[src/rtl/dispatch_sequencer_pkg.sv]
// Shared types and opcode match constants for the fetch-to-dispatch instruction queue.
// The mask/match pairs are the single source for the pre-decode classifier.
package dispatch_sequencer_pkg;

  localparam int INSNBITS_SIZE = 32;

  typedef enum logic {
    SEQ_RUN    = 1'b0,
    SEQ_HALTED = 1'b1
  } seq_state_t;

  typedef enum logic [1:0] {
    CLS_ALU = 2'd0,
    CLS_LS  = 2'd1,
    CLS_HLT = 2'd2
  } insn_class_t;

  // Primary opcode field, insn[31:21].
  typedef enum logic [10:0] {
    OP_ADDI = 11'h488,
    OP_HLT  = 11'h6A2,
    OP_STUR = 11'h7C0,
    OP_LDUR = 11'h7C2
  } opcode_t;

  // LDUR/STUR: size bit 30 is don't-care so 32- and 64-bit forms both match.
  localparam logic [31:0] LDUR_MASK   = 32'hBFE0_0000;
  localparam logic [31:0] LDUR_MATCH  = 32'hB840_0000;
  localparam logic [31:0] STUR_MASK   = 32'hBFE0_0000;
  localparam logic [31:0] STUR_MATCH  = 32'hB800_0000;
  // LDP/STP: integer pair class, any addressing mode, either L bit.
  localparam logic [31:0] LDSTP_MASK  = 32'h7C00_0000;
  localparam logic [31:0] LDSTP_MATCH = 32'h2800_0000;
  // HLT #imm16: imm16 in [20:5] is don't-care, low five bits must be zero.
  localparam logic [31:0] HLT_MASK    = 32'hFFE0_001F;
  localparam logic [31:0] HLT_MATCH   = 32'hD440_0000;

  function automatic logic word_match(input logic [31:0] w,
                                      input logic [31:0] mask,
                                      input logic [31:0] match);
    return (w & mask) == match;
  endfunction

endpackage

[src/rtl/dispatch_sequencer_predecode.sv]
// Pure combinational pre-decode: classifies an instruction word so the scheduler
// knows which reservation station must have room before it may be released.
module insn_class_predecode
  import dispatch_sequencer_pkg::*;
(
  input  logic [INSNBITS_SIZE-1:0] insnbits_i,
  output insn_class_t              class_o
);

  always_comb begin
    class_o = CLS_ALU;
    if (word_match(insnbits_i, HLT_MASK, HLT_MATCH)) begin
      class_o = CLS_HLT;
    end else if (word_match(insnbits_i, LDUR_MASK, LDUR_MATCH) ||
                 word_match(insnbits_i, STUR_MASK, STUR_MATCH) ||
                 word_match(insnbits_i, LDSTP_MASK, LDSTP_MATCH)) begin
      class_o = CLS_LS;
    end
  end

endmodule

[src/rtl/dispatch_sequencer.sv]
// Instruction queue between fetch and dispatch: DEPTH-entry flop FIFO, in-order release
// of one word per cycle gated by ROB/RS/stall, emptied by flush, frozen after HLT.
module dispatch_sequencer
  import dispatch_sequencer_pkg::*;
#(
  parameter  int DEPTH = 4,
  localparam int PTR_W = $clog2(DEPTH)
) (
  input  logic                     in_clk,
  input  logic                     in_rst_n,
  input  logic                     in_stall,
  input  logic                     in_flush,
  input  logic [INSNBITS_SIZE-1:0] in_fetch_insnbits,
  input  logic                     in_fetch_done,
  input  logic                     in_rob_free,
  input  logic                     in_rs_alu_free,
  input  logic                     in_rs_ls_free,
  output logic                     out_fetch_stall,
  output logic [INSNBITS_SIZE-1:0] out_dispatch_insnbits,
  output logic                     out_dispatch_done,
  output logic [PTR_W:0]           out_count,
  output logic                     out_halted,
  output logic                     out_overflow
);

  localparam logic [PTR_W:0] FULL_CNT = (PTR_W+1)'(DEPTH);

  logic [INSNBITS_SIZE-1:0] mem_q [DEPTH];
  logic [PTR_W-1:0]         wr_ptr_q, wr_ptr_d;
  logic [PTR_W-1:0]         rd_ptr_q, rd_ptr_d;
  logic [PTR_W:0]           count_q, count_d;
  seq_state_t               state_q, state_d;
  logic [INSNBITS_SIZE-1:0] insn_q, insn_d;
  logic                     done_q, done_d;
  logic                     overflow_q, overflow_d;

  logic                     full;
  logic                     enq;
  logic                     deq;
  logic                     rs_ok;
  logic [INSNBITS_SIZE-1:0] head_word;
  insn_class_t              head_cls;

  assign head_word = mem_q[rd_ptr_q];

  insn_class_predecode u_predecode (
    .insnbits_i (head_word),
    .class_o    (head_cls)
  );

  assign full  = (count_q == FULL_CNT);
  assign rs_ok = (head_cls == CLS_LS) ? in_rs_ls_free : in_rs_alu_free;
  assign enq   = in_fetch_done && !full && !in_flush;
  // In-order release: a blocked head is never bypassed by a younger word.
  assign deq   = (count_q != '0) && (state_q == SEQ_RUN) && !in_stall && !in_flush &&
                 in_rob_free && rs_ok;

  always_comb begin
    wr_ptr_d   = wr_ptr_q;
    rd_ptr_d   = rd_ptr_q;
    count_d    = count_q;
    state_d    = state_q;
    insn_d     = insn_q;
    done_d     = deq;
    overflow_d = overflow_q | (in_fetch_done & full);

    if (in_flush) begin
      wr_ptr_d = '0;
      rd_ptr_d = '0;
      count_d  = '0;
    end else begin
      if (enq) wr_ptr_d = wr_ptr_q + PTR_W'(1);
      if (deq) rd_ptr_d = rd_ptr_q + PTR_W'(1);
      unique case ({enq, deq})
        2'b10:   count_d = count_q + (PTR_W+1)'(1);
        2'b01:   count_d = count_q - (PTR_W+1)'(1);
        default: count_d = count_q;
      endcase
    end

    if (deq) begin
      insn_d = head_word;
      if (head_cls == CLS_HLT) state_d = SEQ_HALTED;
    end
  end

  always_ff @(posedge in_clk or negedge in_rst_n) begin
    if (!in_rst_n) begin
      for (int i = 0; i < DEPTH; i++) mem_q[i] <= '0;
      wr_ptr_q   <= '0;
      rd_ptr_q   <= '0;
      count_q    <= '0;
      state_q    <= SEQ_RUN;
      insn_q     <= '0;
      done_q     <= 1'b0;
      overflow_q <= 1'b0;
    end else begin
      if (enq) mem_q[wr_ptr_q] <= in_fetch_insnbits;
      wr_ptr_q   <= wr_ptr_d;
      rd_ptr_q   <= rd_ptr_d;
      count_q    <= count_d;
      state_q    <= state_d;
      insn_q     <= insn_d;
      done_q     <= done_d;
      overflow_q <= overflow_d;
    end
  end

  assign out_fetch_stall       = full;
  assign out_dispatch_insnbits = insn_q;
  assign out_dispatch_done     = done_q;
  assign out_count             = count_q;
  assign out_halted            = (state_q == SEQ_HALTED);
  assign out_overflow          = overflow_q;

endmodule

[config.mk]
export PLATFORM = sky130hd
export DESIGN_NAME = dispatch_sequencer
export DESIGN_NICKNAME = d
export VERILOG_FILES = /design/src/rtl/dispatch_sequencer_pkg.sv /design/src/rtl/dispatch_sequencer_predecode.sv /design/src/rtl/dispatch_sequencer.sv
export SDC_FILE = /design/constraint.sdc
export NUM_CORES = 1
export LEC_CHECK = 0
export BUFFER_PORTS_ARGS = -buffer_cell sky130_fd_sc_hd__buf_2
export CELL_PAD_IN_SITES_DETAIL_PLACEMENT = 1
export CELL_PAD_IN_SITES_GLOBAL_PLACEMENT = 1
export CORE_MARGIN = 4
export CORE_UTILIZATION = 50
export DETAILED_ROUTE_END_ITERATION = 8
export PLACE_DENSITY = 0.82
export SLEW_MARGIN = 20
export SYNTH_ARGS = -nofsm -noshare
export SYNTH_HDL_FRONTEND = slang
export SYNTH_SLANG_ARGS = --single-unit
[constraint.sdc]
create_clock -name in_clk -period 3.9 [get_ports in_clk]
set_input_delay 0.195 -clock in_clk [delete_from_list [all_inputs] [get_ports in_clk]]
set_output_delay 0.195 -clock in_clk [all_outputs]
set_load 0.01 [all_outputs]
==> impl_metrics.tcl <==
set metrics [dict create \
    wl_per_cell_um 22.51 \
    grt_pass1_vias 4789 \
    dr.pass1.iters 4 \
    cts_resized 0 \
    setup_tns_ns 0 \
    timing.final.ws_setup_ns 0.3514 \
    ir_drop_mv 0.3361 \
    setup_viol 0 \
    synthCells 443 \
    synth.distinct_cells 40 \
    dieArea_um2 16920 \
    min_to "mem_q[28]" \
    power_mw 5.498 \
    initial_core_util 0.5106 \
    cap_violations 0 \
    final_area_um2 8608 \
    syn_area_per_cell_um2 16.82 \
    p_clk_frac 0.287 \
    fp.coreArea_um2 14590 \
    synth_edf_count 0 \
    grt.total_usage 0.2098 \
    synthFlopType "dfrtp_1" \
    hp-class "in2reg" \
    syn-num-nets 488 \
    die_w_um 130.1 \
    rsz0062_at_grt "no" \
    fin_util 0.5901 \
    fin_crit_sh 0.9099 \
    vias 4097 \
    ioPinCount 79 \
    clk_path_buf_depth 2 \
    tightest_slew_ns 0.9688 \
    hold_depth 2 \
    synth_seq_cells 170 \
    drt_wl_total_um 16230 \
    worst-path-max-fanout 13 \
    place_inst 691 \
    regToRegSetupSlack_ns 0.35 \
    cts_tree "yes" \
    drive_gt1_frac 0.5736 \
    diodes 0 \
    placementRows 44 \
    grt_max_degree 121 \
    p_int_mw 4.070 \
    crit_type "reg2reg" \
    grt_pass1_wl_um 26670 \
    die_h_um 130.1 \
    cp.arrival_ns 3.88 \
    power.leakage_nw 3.981 \
    worstReg2RegStart "rd_ptr_q[0]" \
    switching_share 0.2597 \
    sequentialPowerShare 0.485 \
    wl_met1_um 7059 \
    async_flop_share 1.000 \
    post-place-ws_ns 0.4670 \
    routabilityCongestion 0.7853 \
    skew_ns 0.01272 \
    clock.fmax_mhz 281.8 \
    cp-start-kind "register" \
    portBuffers 78 \
    hold_viol_final 0 \
    synth_warnings 0 \
    relSlewSlack 0.3541 \
    hp-start "in_fetch_insnbits[28]" \
    instances_no_fill 721 \
    hold_slack_ns 0.04615 \
    hpwl_um 10210 \
    drc 0 \
    clkLatencyLatePin_ns 0.42 \
    postRouteAntennaNets 0 \
    r2r_cells 11 \
    numCtsBuffers 17 \
    fill_cells 1362 \
    wl_met3_um 610 \
    clk_pin_slew_worst_paths_ns 0.06 \
    highest_layer "met4" \
    placed_area_um2 8040 \
    crit_path_end_kind "register" \
    synth_area_leaders "dfrtp_1 57%, mux2_2 19%, mux4_2 9.7%" \
    area_growth_pct 15.55 \
    clockRootBuffer "clkbuf_16" \
    wl_met2_um 8447 \
    r2r-end "out_count[2]" \
    total_switching_power_mw 1.428 \
    drt_iter0_drc 204 \
    via_per_inst 5.682 \
    yosysSeqAreaShare 0.5710 \
    nNetsFinal 573 \
    status "finished clean" \
    syn_area_um2 7450 \
    htree_levels 4 \
    clkSinkCount 170 \
    crit_required_ns 4.23 \
    p_comb_frac 0.228 \
    synth_area_leader_cell "dfrtp_1" \
    report.final.slew_viol_count 0 \
    power_density_nw_per_um2 638.7 \
    antenna_found_initial 0 \
    synth_top_area_frac 0.5710 \
    finalWorstPathRequiredPeriod_ns 3.549 \
    gr-total-overflow 0 \
]
[state kept, by name, indices dropped and copies added, names as in the netlist]
| signal | flops |
|---|---|
| mem_q | 128 |
| out_dispatch_insnbits | 32 |
| out_count | 3 |
| rd_ptr_q | 2 |
| wr_ptr_q | 2 |
| out_dispatch_done | 1 |
| out_halted | 1 |
| out_overflow | 1 |
[worst max-delay path, cell delays in order, from the launching register on]
cell and delay (ns):
dfrtp_2 0.62, mux4_2 0.58, or4b_4 0.56, o21ai_2 0.18
a21boi_1 0.15, o21a_2 0.27, and2_1 0.15, fa_1 0.35
inv_1 0.08, o2111ai_1 0.13, a21o_1 0.23, a21oi_1 0.14
[Yosys cell counts, drive strengths merged, types with 2 or more instances]
cell,instances
clkbuf,7
a21o,2
nor2,5
mux4,32
dfrtp,170
ha,4
nor4,2
nand2,6
xnor2,3
mux2,161
nor2b,2
mux2i,3
nand2b,5
buf,19
inv,3
[routing by layer]
| metal | track usage | up-vias |
|---|---|---|
| met5 | 0 | - |
| met4 | 0.05318 | 0 |
| met3 | 0.05076 | 10 |
| met2 | 0.3585 | 66 |
| met1 | 0.2717 | 2213 |
| li1 | - | 1808 |
[layout make-up]
class / count / area (um2) / area share
inverter: 3 / 11.26 / 0.001308
clock inverter: 3 / 40.04 / 0.004651
timing repair buffer: 92 / 521.8 / 0.06061
tap: 184 / 230.2 / 0.02674
multi-input combinational: 244 / 3044 / 0.3536
clock buffer: 25 / 505.5 / 0.05872
sequential: 170 / 4255 / 0.4943
[how the worst max path moves through the flow]
stage	endpoint	from	slack, ns
after detailed placement	out_count[2]	rd_ptr_q[0]	0.47
after global routing	out_count[2]	rd_ptr_q[0]	0.11
final	out_count[2]	rd_ptr_q[0]	0.35
after global placement	out_count[2]	rd_ptr_q[0]	0.55
after floorplan	out_count[2]	rd_ptr_q[0]	0.59
after CTS	out_count[2]	rd_ptr_q[0]	0.36
[cells in the final DEF, fill, tap and decap left out, types with 2 or more instances in the layout]
| cell type | instances |
|---|---|
| a21o_1 | 2 |
| buf_2 | 77 |
| buf_4 | 11 |
| clkbuf_1 | 3 |
| clkbuf_16 | 17 |
| clkbuf_8 | 6 |
| clkinv_2 | 2 |
| dfrtp_1 | 169 |
| dlygate4sd3_1 | 2 |
| ha_1 | 4 |
| inv_1 | 3 |
| mux2_1 | 6 |
| mux2_2 | 128 |
| mux2_4 | 27 |
| mux2i_1 | 3 |
| mux4_2 | 32 |
| nand2_1 | 6 |
| nand2b_1 | 5 |
| nor2_1 | 5 |
| nor2b_1 | 2 |
| nor4_1 | 2 |
| xnor2_1 | 2 |
[kinds of logic after synthesis]
logic type               Yosys count  synth area share
multiplexers                     196            0.3577
flip-flops                       170            0.5710
buffers and inverters             29           0.02032
AND/OR/NAND/NOR                   29           0.02351
AO/OA/AOI/OAI                     11           0.01193
adder cells (fa/ha/maj)            5          0.009406
XOR/XNOR                           3          0.006047
[power by group through the flow]
stage	registers, mW	clock network [mW]	logic [mW]
2_1_floorplan	2.65	0	0.822
3_3_place_gp	2.64	0	1.19
3_5_place_dp	2.69	0	1.26
4_1_cts	2.68	1.62	1.28
5_1_grt	2.74	1.70	1.37
6_report	2.67	1.58	1.25
[repair_timing]
action | in CTS | in global routing
hold buffers | 2 | 0
setup endpoints to repair | 0 | 0
buffers inserted | 0 | 0
endpoints found under the hold margin | 13 | 0
(Power assumes the default switching activity.)
